File: src/rtl/axi_burst_arbiter.sv
// axi_burst_arbiter: shares one DDR read port and one DDR write port between
// two burst readers and two burst writers. One burst is in flight at a time;
// winners are picked round-robin (rd0, rd1, wr0, wr1) and a watchdog aborts
// bursts that never see their finish.
module axi_burst_arbiter #(
  parameter int ADDR_W  = 28,
  parameter int DATA_W  = 256,
  parameter int TIMEOUT = 4096
) (
  input  logic              axi_aclk,
  input  logic              axi_areset,
  // readers
  input  logic              rd0_req,
  input  logic [7:0]        rd0_len,
  input  logic [ADDR_W-1:0] rd0_addr,
  output logic              rd0_data_valid,
  output logic              rd0_finish,
  input  logic              rd1_req,
  input  logic [7:0]        rd1_len,
  input  logic [ADDR_W-1:0] rd1_addr,
  output logic              rd1_data_valid,
  output logic              rd1_finish,
  output logic [DATA_W-1:0] rd_data_o,
  // writers
  input  logic              wr0_req,
  input  logic [7:0]        wr0_len,
  input  logic [ADDR_W-1:0] wr0_addr,
  input  logic [DATA_W-1:0] wr0_data,
  output logic              wr0_data_req,
  output logic              wr0_finish,
  input  logic              wr1_req,
  input  logic [7:0]        wr1_len,
  input  logic [ADDR_W-1:0] wr1_addr,
  input  logic [DATA_W-1:0] wr1_data,
  output logic              wr1_data_req,
  output logic              wr1_finish,
  // DDR controller read side
  output logic              rd_burst_req,
  output logic [7:0]        rd_burst_len,
  output logic [ADDR_W-1:0] rd_burst_addr,
  input  logic              rd_burst_data_valid,
  input  logic [DATA_W-1:0] rd_burst_data,
  input  logic              rd_burst_finish,
  // DDR controller write side
  output logic              wr_burst_req,
  output logic [7:0]        wr_burst_len,
  output logic [ADDR_W-1:0] wr_burst_addr,
  output logic [DATA_W-1:0] wr_burst_data,
  input  logic              wr_burst_data_req,
  input  logic              wr_burst_finish,
  // status
  output logic [1:0]        grant_id,
  output logic              err_timeout
);

  localparam int WD_W = $clog2(TIMEOUT + 1);
  localparam logic [WD_W-1:0] WD_LAST = WD_W'(TIMEOUT - 1);

  typedef enum logic [1:0] {
    ST_IDLE  = 2'd0,
    ST_ISSUE = 2'd1,
    ST_BUSY  = 2'd2,
    ST_GAP   = 2'd3
  } state_t;

  state_t              state_r;
  state_t              state_nxt_s;
  // grant_r holds the owner during ISSUE/BUSY and, because it is only reloaded
  // when a new winner is picked, it doubles as last_grant everywhere else.
  logic [1:0]          grant_r;
  logic [7:0]          len_r;
  logic [ADDR_W-1:0]   addr_r;
  logic                rd_req_r;
  logic                wr_req_r;
  logic [WD_W-1:0]     wdog_r;
  logic                err_r;

  logic [3:0]          req_vec_s;
  logic [1:0]          cand_s;
  logic [1:0]          winner_s;
  logic                win_valid_s;
  logic [7:0]          win_len_s;
  logic [ADDR_W-1:0]   win_addr_s;
  logic                busy_s;
  logic                fin_match_s;
  logic                timeout_s;
  logic                end_s;

  assign req_vec_s = {wr1_req, wr0_req, rd1_req, rd0_req};
  assign busy_s    = (state_r == ST_ISSUE) || (state_r == ST_BUSY);

  // Round-robin search starting one past the last grant, wrapping 3 -> 0.
  always_comb begin
    cand_s      = grant_r;
    winner_s    = grant_r;
    win_valid_s = 1'b0;
    for (int i = 1; i <= 4; i++) begin
      cand_s = grant_r + 2'(i);
      if (!win_valid_s && req_vec_s[cand_s]) begin
        winner_s    = cand_s;
        win_valid_s = 1'b1;
      end else begin
        win_valid_s = win_valid_s;
      end
    end
  end

  // Select the winning requester's burst length and start address.
  always_comb begin
    win_len_s  = 8'd0;
    win_addr_s = '0;
    case (winner_s)
      2'd0:    begin win_len_s = rd0_len; win_addr_s = rd0_addr; end
      2'd1:    begin win_len_s = rd1_len; win_addr_s = rd1_addr; end
      2'd2:    begin win_len_s = wr0_len; win_addr_s = wr0_addr; end
      2'd3:    begin win_len_s = wr1_len; win_addr_s = wr1_addr; end
      default: begin win_len_s = 8'd0;    win_addr_s = '0;       end
    endcase
  end

  // Burst termination: matching finish only counts in BUSY; a finish wins a tie with the watchdog.
  always_comb begin
    fin_match_s = 1'b0;
    if (state_r == ST_BUSY) begin
      fin_match_s = grant_r[1] ? wr_burst_finish : rd_burst_finish;
    end else begin
      fin_match_s = 1'b0;
    end
    timeout_s = busy_s && (wdog_r == WD_LAST) && !fin_match_s;
    end_s     = fin_match_s || timeout_s;
  end

  // Next-state logic for the IDLE -> ISSUE -> BUSY -> GAP cycle.
  always_comb begin
    state_nxt_s = state_r;
    case (state_r)
      ST_IDLE:  state_nxt_s = win_valid_s ? ST_ISSUE : ST_IDLE;
      ST_ISSUE: state_nxt_s = end_s ? ST_GAP : ST_BUSY;
      ST_BUSY:  state_nxt_s = end_s ? ST_GAP : ST_BUSY;
      ST_GAP:   state_nxt_s = ST_IDLE;
      default:  state_nxt_s = ST_IDLE;
    endcase
  end

  // State register.
  always_ff @(posedge axi_aclk or posedge axi_areset) begin
    if (axi_areset) begin
      state_r <= ST_IDLE;
    end else begin
      state_r <= state_nxt_s;
    end
  end

  // Latch winner, its len/addr and the downstream request; drop the request on burst end.
  always_ff @(posedge axi_aclk or posedge axi_areset) begin
    if (axi_areset) begin
      grant_r  <= 2'd3;
      len_r    <= 8'd0;
      addr_r   <= '0;
      rd_req_r <= 1'b0;
      wr_req_r <= 1'b0;
    end else if ((state_r == ST_IDLE) && win_valid_s) begin
      grant_r  <= winner_s;
      len_r    <= win_len_s;
      addr_r   <= win_addr_s;
      rd_req_r <= ~winner_s[1];
      wr_req_r <= winner_s[1];
    end else if (end_s) begin
      rd_req_r <= 1'b0;
      wr_req_r <= 1'b0;
    end
  end

  // Watchdog: counts cycles spent in ISSUE/BUSY, cleared whenever a burst ends or is idle.
  always_ff @(posedge axi_aclk or posedge axi_areset) begin
    if (axi_areset) begin
      wdog_r <= '0;
    end else if (busy_s && !end_s) begin
      wdog_r <= wdog_r + WD_W'(1);
    end else begin
      wdog_r <= '0;
    end
  end

  // Sticky timeout flag, cleared only by reset.
  always_ff @(posedge axi_aclk or posedge axi_areset) begin
    if (axi_areset) begin
      err_r <= 1'b0;
    end else if (timeout_s) begin
      err_r <= 1'b1;
    end
  end

  // Combinational routing of strobes, finish pulses and write data to the current owner.
  always_comb begin
    rd0_data_valid = busy_s && (grant_r == 2'd0) && rd_burst_data_valid;
    rd1_data_valid = busy_s && (grant_r == 2'd1) && rd_burst_data_valid;
    wr0_data_req   = busy_s && (grant_r == 2'd2) && wr_burst_data_req;
    wr1_data_req   = busy_s && (grant_r == 2'd3) && wr_burst_data_req;
    rd0_finish     = end_s && (grant_r == 2'd0);
    rd1_finish     = end_s && (grant_r == 2'd1);
    wr0_finish     = end_s && (grant_r == 2'd2);
    wr1_finish     = end_s && (grant_r == 2'd3);
    wr_burst_data  = '0;
    if (busy_s && (grant_r == 2'd2)) begin
      wr_burst_data = wr0_data;
    end else if (busy_s && (grant_r == 2'd3)) begin
      wr_burst_data = wr1_data;
    end else begin
      wr_burst_data = '0;
    end
  end

  assign rd_data_o     = rd_burst_data;
  assign rd_burst_req  = rd_req_r;
  assign rd_burst_len  = len_r;
  assign rd_burst_addr = addr_r;
  assign wr_burst_req  = wr_req_r;
  assign wr_burst_len  = len_r;
  assign wr_burst_addr = addr_r;
  assign grant_id      = grant_r;
  assign err_timeout   = err_r;

endmodule
File: config.mk
export PLATFORM = sky130hd
export DESIGN_NAME = axi_burst_arbiter
export DESIGN_NICKNAME = d
export VERILOG_FILES = /design/src/rtl/axi_burst_arbiter.sv
export SDC_FILE = /design/constraint.sdc
export NUM_CORES = 1
export LEC_CHECK = 0
export ABC_CLOCK_PERIOD_IN_PS = 5800
export CAP_MARGIN = 25
export CORE_AREA = 2 2 596 598
export DETAILED_ROUTE_END_ITERATION = 8
export DIE_AREA = 0 0 598 600
export SLEW_MARGIN = 15
export SYNTH_ARGS = -nofsm -noshare
export SYNTH_HDL_FRONTEND = slang
export SYNTH_SLANG_ARGS = --single-unit
export TNS_END_PERCENT = 20
File: constraint.sdc
create_clock -name axi_aclk -period 5.8 [get_ports axi_aclk]
set_input_delay 1.16 -clock axi_aclk [delete_from_list [all_inputs] [get_ports axi_aclk]]
set_output_delay 1.16 -clock axi_aclk [all_outputs]
set_load 0.02 [all_outputs]
==> metrics.md, run 1 <==
| Metric | Value |
|---|---|
| Run status | `finished with violations` |
| Failing checks | `setup timing` |
| Starting density of the core | `2.80%` |
| Leading area contributor after synthesis | `a22o_1` |
| Part of the cycle the worst path needs | `102%` |
| Worst Path Required | `just over 6000 ps` |
| CTS Buf Count | `5` |
| Slew headroom | `6.92%` |
| Final nets | `2863` |
| Vias in the first global route | `18901` |
| I/O Buffers | `1006` |
| Largest net degree at the start of global routing | `122` |
| Die X | `598 microns` |
| R2R Path End | `rd_burst_addr[14]$_DFFE_PP0P_` |
| Pre-CTS WS | `-1230 ps` |
| Max-cap violations | `0` |
| Final Skew | `36.3 ps` |
| Overall Power | `between 20000 and 25000 uW` |
| Total number of vias | `~21000` |
| Setup TNS | `-141 ps` |
| Die Y | `about 600 microns` |
| Seq/Total Area, Yosys | `14.2%` |
| Syn_nets | `2170` |
| Design area | `25300 sq um` |
| Worst Setup End Kind | `register` |
| Fillers | `41349` |
| Layout cell share with drive strength beyond 1 | `14.5%` |
| Prevailing post-synth register cell | `dfrtp_1` |
| Min-delay src | `err_timeout$_DFFE_PP0P_` |
| Setup-failing EPs final | `2` |
| Clock Latency Late Sink | `420 ps` |
| Synthesized instance count | `1240` |
| Antenna viol nets, final | `0` |
| Achievable Freq | `169 MHz` |
| Crit path DAT | `6210 ps` |
| Cell variety after synth | `47` |
| Hold crit path type | `reg2reg` |
| Dpl hpwl | `453000 microns` |
| Slew Limit Fails | `0` |
| Post-synth EDFFs | `0` |
| Yosys top cell area share | `25.8%` |
| Hold path endpoint | `err_timeout$_DFFE_PP0P_` |
| CTS root buf | `clkbuf_16` |
| H-tree level count | `2` |
| Worst reg-to-reg setup slack | `40 ps` |
| Core area | `352000 sq um` |
| DRT Pass-1 Iters | `6` |
| Area Growth Syn to Fin | `157%` |
| VDD IR max | `~0.28 mV` |
| Mapped Area | `just under 10000 sq um` |
| Fin crit period | `5910 ps` |
| GPL Wtd Cong | `1.15` |
| Clock sink count | `56` |
| Total track usage | `between 20% and 30%` |
| Clock transition at path regs | `140 ps` |
| Die area | `359000 sq um` |
| Most frequent cell after synthesis | `buf_4` |
| First-pass GRT wire length | `538000 microns` |
| Initial DRC Count | `2678` |
| Post-CTS Hold Fix Bufs | `0` |
| Yosys reg bits | `56` |
| Syn_area_per_cell | `7.95 sq um` |
| Placed inst area | `around 24000 sq um` |
| Register-to-Register Path Depth | `10` |
| TritonCTS clock tree | `built` |
| Post-synth top cells | `295 x buf_4, 291 x a22o_1, 105 x clkbuf_1, 105 x o21ai_0, 75 x a221oi_1` |
| Rows | `218` |
| Synth area leaders | `a22o_1 26%, buf_4 22%, dfrtp_1 14%` |
| WHS Path Cells | `1` |
| Crit path kind | `in2reg` |
| Worst-Margin Slew | `roughly 1400 ps` |
| Leak | `about 0.0074 uW` |
| Syn. warnings | `0` |
| Post-synth ARST share | `100%` |
| Initial antenna violation count | `476` |
| Hold Vio Cnt, Final | `0` |
| Total Wirelength | `a little under 500000 microns` |
| Final WS setup | `-105 ps` |
| DR DRC count | `0` |
| RSZ-0062 raised after global routing | `no` |
| Grt ovf | `0` |
| DR vias/cell | `3.17` |
| CP max FO | `37` |
| Worst r2r src | `grant_id[0]$_DFFE_PP1P_` |
| Startpoint Class | `input port` |
| Power Density | `837 nW/um^2` |
| Routed WL per cell | `72.6 microns` |
| Num ports | `approximately 1500` |
| Clock tree buffer depth | `2` |
cell families (layout without fill, tap and decap cells):
| group | Yosys count | after routing | synth area share (%) |
|---|---|---|---|
| other | 0 | 175 | 0 |
| multiplexers | 13 | 13 | 1.60 |
| flip-flops | 56 | 56 | 14.2 |
| AND/OR/NAND/NOR | 135 | 135 | 6.80 |
| buffers and inverters | 426 | 1119 | 27.7 |
| XOR/XNOR | 11 | 11 | 0.977 |
| adder cells (fa/ha/maj) | 8 | 8 | 1.02 |
| AO/OA/AOI/OAI | 591 | 592 | 47.7 |
per-layer routing:
metal	GRT usage (%)	vias to the layer above	share of wire (%)	wire, microns
li1	-	6133	-	-
met4	13.2	232	6.4	31300
met3	15.9	1194	14	66600
met2	40.3	2650	43	210000
met5	0.615	-	0.38	1880
met1	28.1	11103	37	179000
cell usage in the layout (no fill, tap or decap), types with 9 or more instances in the layout:
master	netlist	layout
a221oi_2	0	11
nand2_1	13	13
nand2b_1	36	35
buf_16	0	9
nor2_1	56	50
a41oi_1	34	31
buf_12	0	52
o21ai_1	0	17
a22o_1	291	289
dfrtp_1	54	48
o211ai_1	34	34
buf_6	2	10
clkdlybuf4s50_1	0	903
o21a_1	34	34
a221oi_1	75	64
diode_2	0	175
buf_4	295	116
o21ai_0	105	88
worst max-delay path by stage:
stage                                 start                             to  slack [ps]  depth (start not counted)
floorplan           grant_id[0]$_DFFE_PP1P_             wr_burst_data[215]        2080                         10
global placement    grant_id[1]$_DFFE_PP1P_  rd_burst_addr[14]$_DFFE_PP0P_       -4800                          8
detailed placement      wdog_r[0]$_DFF_PP0_                     wr0_finish       -1230                          9
CTS                 grant_id[0]$_DFFE_PP1P_  rd_burst_addr[14]$_DFFE_PP0P_           6                         10
global route                        rd1_req   rd_burst_addr[3]$_DFFE_PP0P_          50                          7
finish                              wr1_req  rd_burst_addr[14]$_DFFE_PP0P_        -110                          9
worst max-delay path, stage by stage:
cell	delay, ps
clkdlybuf4s50_1	1140
mux2i_2	280
buf_8	250
o22a_2	420
a21oi_4	280
buf_4	670
o21ai_1	510
a41oi_1	930
o21a_1	420
report_power, final:
group | internal [uW] | total, uW | switching [uW]
Clock | 171 | 479 | 308
Sequential | 556 | 1310 | 759
Combinational | 4930 | 19400 | 14500
Total | 5660 | 21200 | 15500
state kept, by name, summed over array words and instances (netlist names):
| signal | cells |
|---|---|
| rd_burst_addr | 28 |
| wdog_r | 13 |
| rd_burst_len | 8 |
| grant_id | 2 |
| state_r | 2 |
| err_timeout | 1 |
| rd_burst_req | 1 |
| wr_burst_req | 1 |
cell type report:
type	count	area, sq um	area share [%]
Antenna cell	175	438	1.73
Clock buffer	5	125	0.494
Clock inverter	3	28.8	0.114
Inverter	7	36.3	0.143
Multi-Input combinational cell	759	6030	23.8
Sequential cell	56	1420	5.60
Tap cell	4620	5780	22.8
Timing Repair Buffer	1104	11500	45.3
metrics by stage:
step / hold WS, ps / util [%] / instances
after floorplan: 455 / - / 1240
after global placement: 597 / 6.73 / 6480
after detailed placement: 532 / 6.96 / 6536
after CTS: 559 / 7.06 / 6552
after global routing: 559 / 7.12 / 6618
final: 556 / 7.20 / 6729
repair_timing:
action,in CTS,in global routing
setup buffers,6,0
resized for setup,39,0
setup endpoints to repair,283,0
No activity file was read; power rests on OpenSTA's default activity.
==> inputs of run 2 (changes only) <==
--- a/config.mk
+++ b/config.mk
@@ -6,7 +6,6 @@
 export NUM_CORES = 1
 export LEC_CHECK = 0
 export ABC_CLOCK_PERIOD_IN_PS = 5800
-export CAP_MARGIN = 25
 export CORE_AREA = 2 2 596 598
 export DETAILED_ROUTE_END_ITERATION = 8
 export DIE_AREA = 0 0 598 600
==> run 2 against run 1 <==
Against the previous run: the flow still finishes with violations (setup timing); cell count is 0.19% lower; via count is 1.5% lower; worst hold slack worse by 16 ps; fmax is 0.90% higher; global-route usage hardly changed; non-clock buffer count is 20 lower; die area stayed put; largest cell class unchanged.
==> metrics.md, run 2 (same netlist as run 1, synthesis figures left out) <==
| Metric | Value |
|---|---|
| Starting density of the core | `2.80% (unchanged)` |
| Max stage delay on crit path | `980 ps (-160 ps)` |
| Vias in the first global route | `18810 (-0.48%)` |
| Clock power frac | `2.5% (+0.2 points)` |
| TritonCTS clock tree | `built` |
| Overall Power | `21200 uW (-0.15%)` |
| CTS Buf Count | `5 (unchanged)` |
| Clock Latency Late Sink | `410 ps (about the same)` |
| Hold Vio Cnt, Final | `0 (unchanged)` |
| Dpl hpwl | `452000 microns (-0.11%)` |
| Slew headroom | `9.08% (+2.2 points)` |
| Worst Path Required | `6050 ps (-50 ps)` |
| Fillers | `41318 (-0.075%)` |
| Layout cell share with drive strength beyond 1 | `13.5% (-1.0 points)` |
| Core area | `352000 sq um (unchanged)` |
| Placed insts | `6517 (-0.29%)` |
| Sw power | `15500 uW (about the same)` |
| First-pass GRT wire length | `539000 microns (about the same)` |
| Largest net degree at the start of global routing | `75 (-39%)` |
| Pint | `5620 uW (-0.73%)` |
| Final WS setup | `-52.7 ps (+52.8 ps)` |
| Achievable Freq | `171 MHz (+0.90%)` |
| Final nets | `2843 (-0.70%)` |
| Final Skew | `24.9 ps (-11.4 ps)` |
| I/O Buffers | `1006 (unchanged)` |
| Setup-failing EPs final | `4 (+2)` |
| Fin Hold WS | `540 ps (-15.8 ps)` |
| CP cell instances | `clkdlybuf4s50_1 -> mux2_2 -> nand2b_1 -> a21oi_4 -> buf_6 -> or2_4 -> buf_16 -> a22o_1 -> o21a_1` |
| Sequential share of power | `6.2% (about the same)` |
| Part of the cycle the worst path needs | `101% (-0.91 points)` |
| Routed WL per cell | `72.8 microns (+0.30%)` |
| Slew Limit Fails | `0 (unchanged)` |
| Die area | `359000 sq um (unchanged)` |
| Rows | `218 (unchanged)` |
| Pre-CTS WS | `-1590 ps (-362 ps)` |
| H-tree level count | `2 (unchanged)` |
| Final Instance Count excl. Fillers | `6716 (-0.19%)` |
| Total Wirelength | `489000 microns (+0.10%)` |
| CTS root buf | `clkbuf_16` |
| Area Growth Syn to Fin | `155%` |
| Sw Share | `73.4% (+0.15 points)` |
| Number of flip-flops in the largest register | `28 (unchanged)` |
| Most common cell after layout, fill and taps aside | `clkdlybuf4s50_1` |
| Total number of vias | `20996 (-1.5%)` |
| RSZ-0062 raised after global routing | `no` |
| Failing checks | `setup timing` |
| Max-cap violations | `0 (unchanged)` |
| Crit path DAT | `6100 ps (-110 ps)` |
| Startpoint Class | `input port` |
| Slowest cell on crit path | `clkdlybuf4s50_1` |
| Run status | `finished with violations` |
| Total track usage | `26.3% (about the same)` |
| Num ports | `1519 (unchanged)` |
| Initial antenna violation count | `486 (+2.1%)` |
| Grt ovf | `0 (unchanged)` |
| Post-CTS Hold Fix Bufs | `0 (unchanged)` |
| Logic pwr share | `91.4% (about the same)` |
| Worst Setup End Kind | `register` |
| Clock transition at path regs | `140 ps (about the same)` |
| VDD IR max | `0.254 mV (-8.7%)` |
| Fin crit period | `5850 ps (-52.8 ps)` |
| GPL Wtd Cong | `1.15 (unchanged)` |
| Commonest non-fill, non-tap cells in the layout | `901 x clkdlybuf4s50_1, 290 x a22o_1, 103 x buf_4` |
| CP max FO | `37 (unchanged)` |
| Leak | `0.00734 uW (-1.1%)` |
| Setup TNS | `-139 ps (+2.32 ps)` |
| Die X | `598 microns (unchanged)` |
| Worst-Margin Slew | `1350 ps (-46.7 ps)` |
| Power Density | `841 nW/um^2 (+0.49%)` |
| Antenna viol nets, final | `0 (unchanged)` |
| DRT Pass-1 Iters | `5 (-1)` |
| DR vias/cell | `3.13 (-1.3%)` |
| Clock tree buffer depth | `2 (unchanged)` |
| Initial DRC Count | `2671 (-0.26%)` |
| Die Y | `600 microns (unchanged)` |
| DR DRC count | `0 (unchanged)` |
| Hold crit path type | `reg2reg` |
| Crit path kind | `in2reg` |
| Clock sink count | `56 (unchanged)` |
## run 2: what timing repair did
item	4_1_cts	5_1_grt
gates resized for setup	37	0
setup endpoints to repair	287	0
buffers inserted	6	0
## run 2: worst paths after layout
| check | cells after the start | end | slack, ps | start |
|---|---|---|---|---|
| worst min register to register | 1 | err_timeout$_DFFE_PP0P_ | 540 | err_timeout$_DFFE_PP0P_ |
| worst min-delay path | 1 | err_timeout$_DFFE_PP0P_ | 540 | err_timeout$_DFFE_PP0P_ |
| min in group asynchronous | 3 | rd_burst_addr[27]$_DFFE_PP0P_ | 1550 | axi_areset |
| worst max-delay path | 9 | rd_burst_len[1]$_DFFE_PP0P_ | -50 | rd1_req |
| worst max register to register | 11 | rd_burst_len[1]$_DFFE_PP0P_ | 10 | grant_id[1]$_DFFE_PP1P_ |
| max in group asynchronous | 3 | wdog_r[0]$_DFF_PP0_ | 3480 | axi_areset |
## run 2: final cells by class
class | count | area, sq um | share of cell area, %
repair buffers | 1084 | 11300 | 44.7
multi-input cells | 759 | 6040 | 24.0
inverters | 7 | 33.8 | 0.134
clock inverters | 2 | 38.8 | 0.154
well taps | 4620 | 5780 | 23.0
diodes | 182 | 455 | 1.81
clock buffers | 6 | 139 | 0.552
flip-flops and latches | 56 | 1420 | 5.63
## run 2: critical path, delay by kind of cell
family | cells | cell delay, ps
compound gates | 3 | 1370
buf+inv | 3 | 1760
mux | 1 | 690
simple gates | 2 | 960
## run 2: power by group through the flow
stage          sequential (uW)  clock [uW]  combinational [uW]
2_1_floorplan              830           0                5110
3_3_place_gp              1320           0               19300
3_5_place_dp              1280           0               18800
4_1_cts                   1280         545               19100
5_1_grt                   1260         532               18800
6_report                  1310         522               19300
## run 2: through the flow
step	utilization, %	area [sq um]
floorplan	-	9860
global placement	6.73	23700
detailed placement	6.90	24300
CTS	7.02	24700
global route	7.07	24900
finish	7.15	25200
## run 2: routing by layer
metal	GRT usage, %	vias to the layer above	share of wire, %
met3	16.1	1193	14
met5	0	-	0.30
met2	40.5	2642	43
li1	-	6096	-
met1	28.1	10845	36
met4	13.0	220	6.4
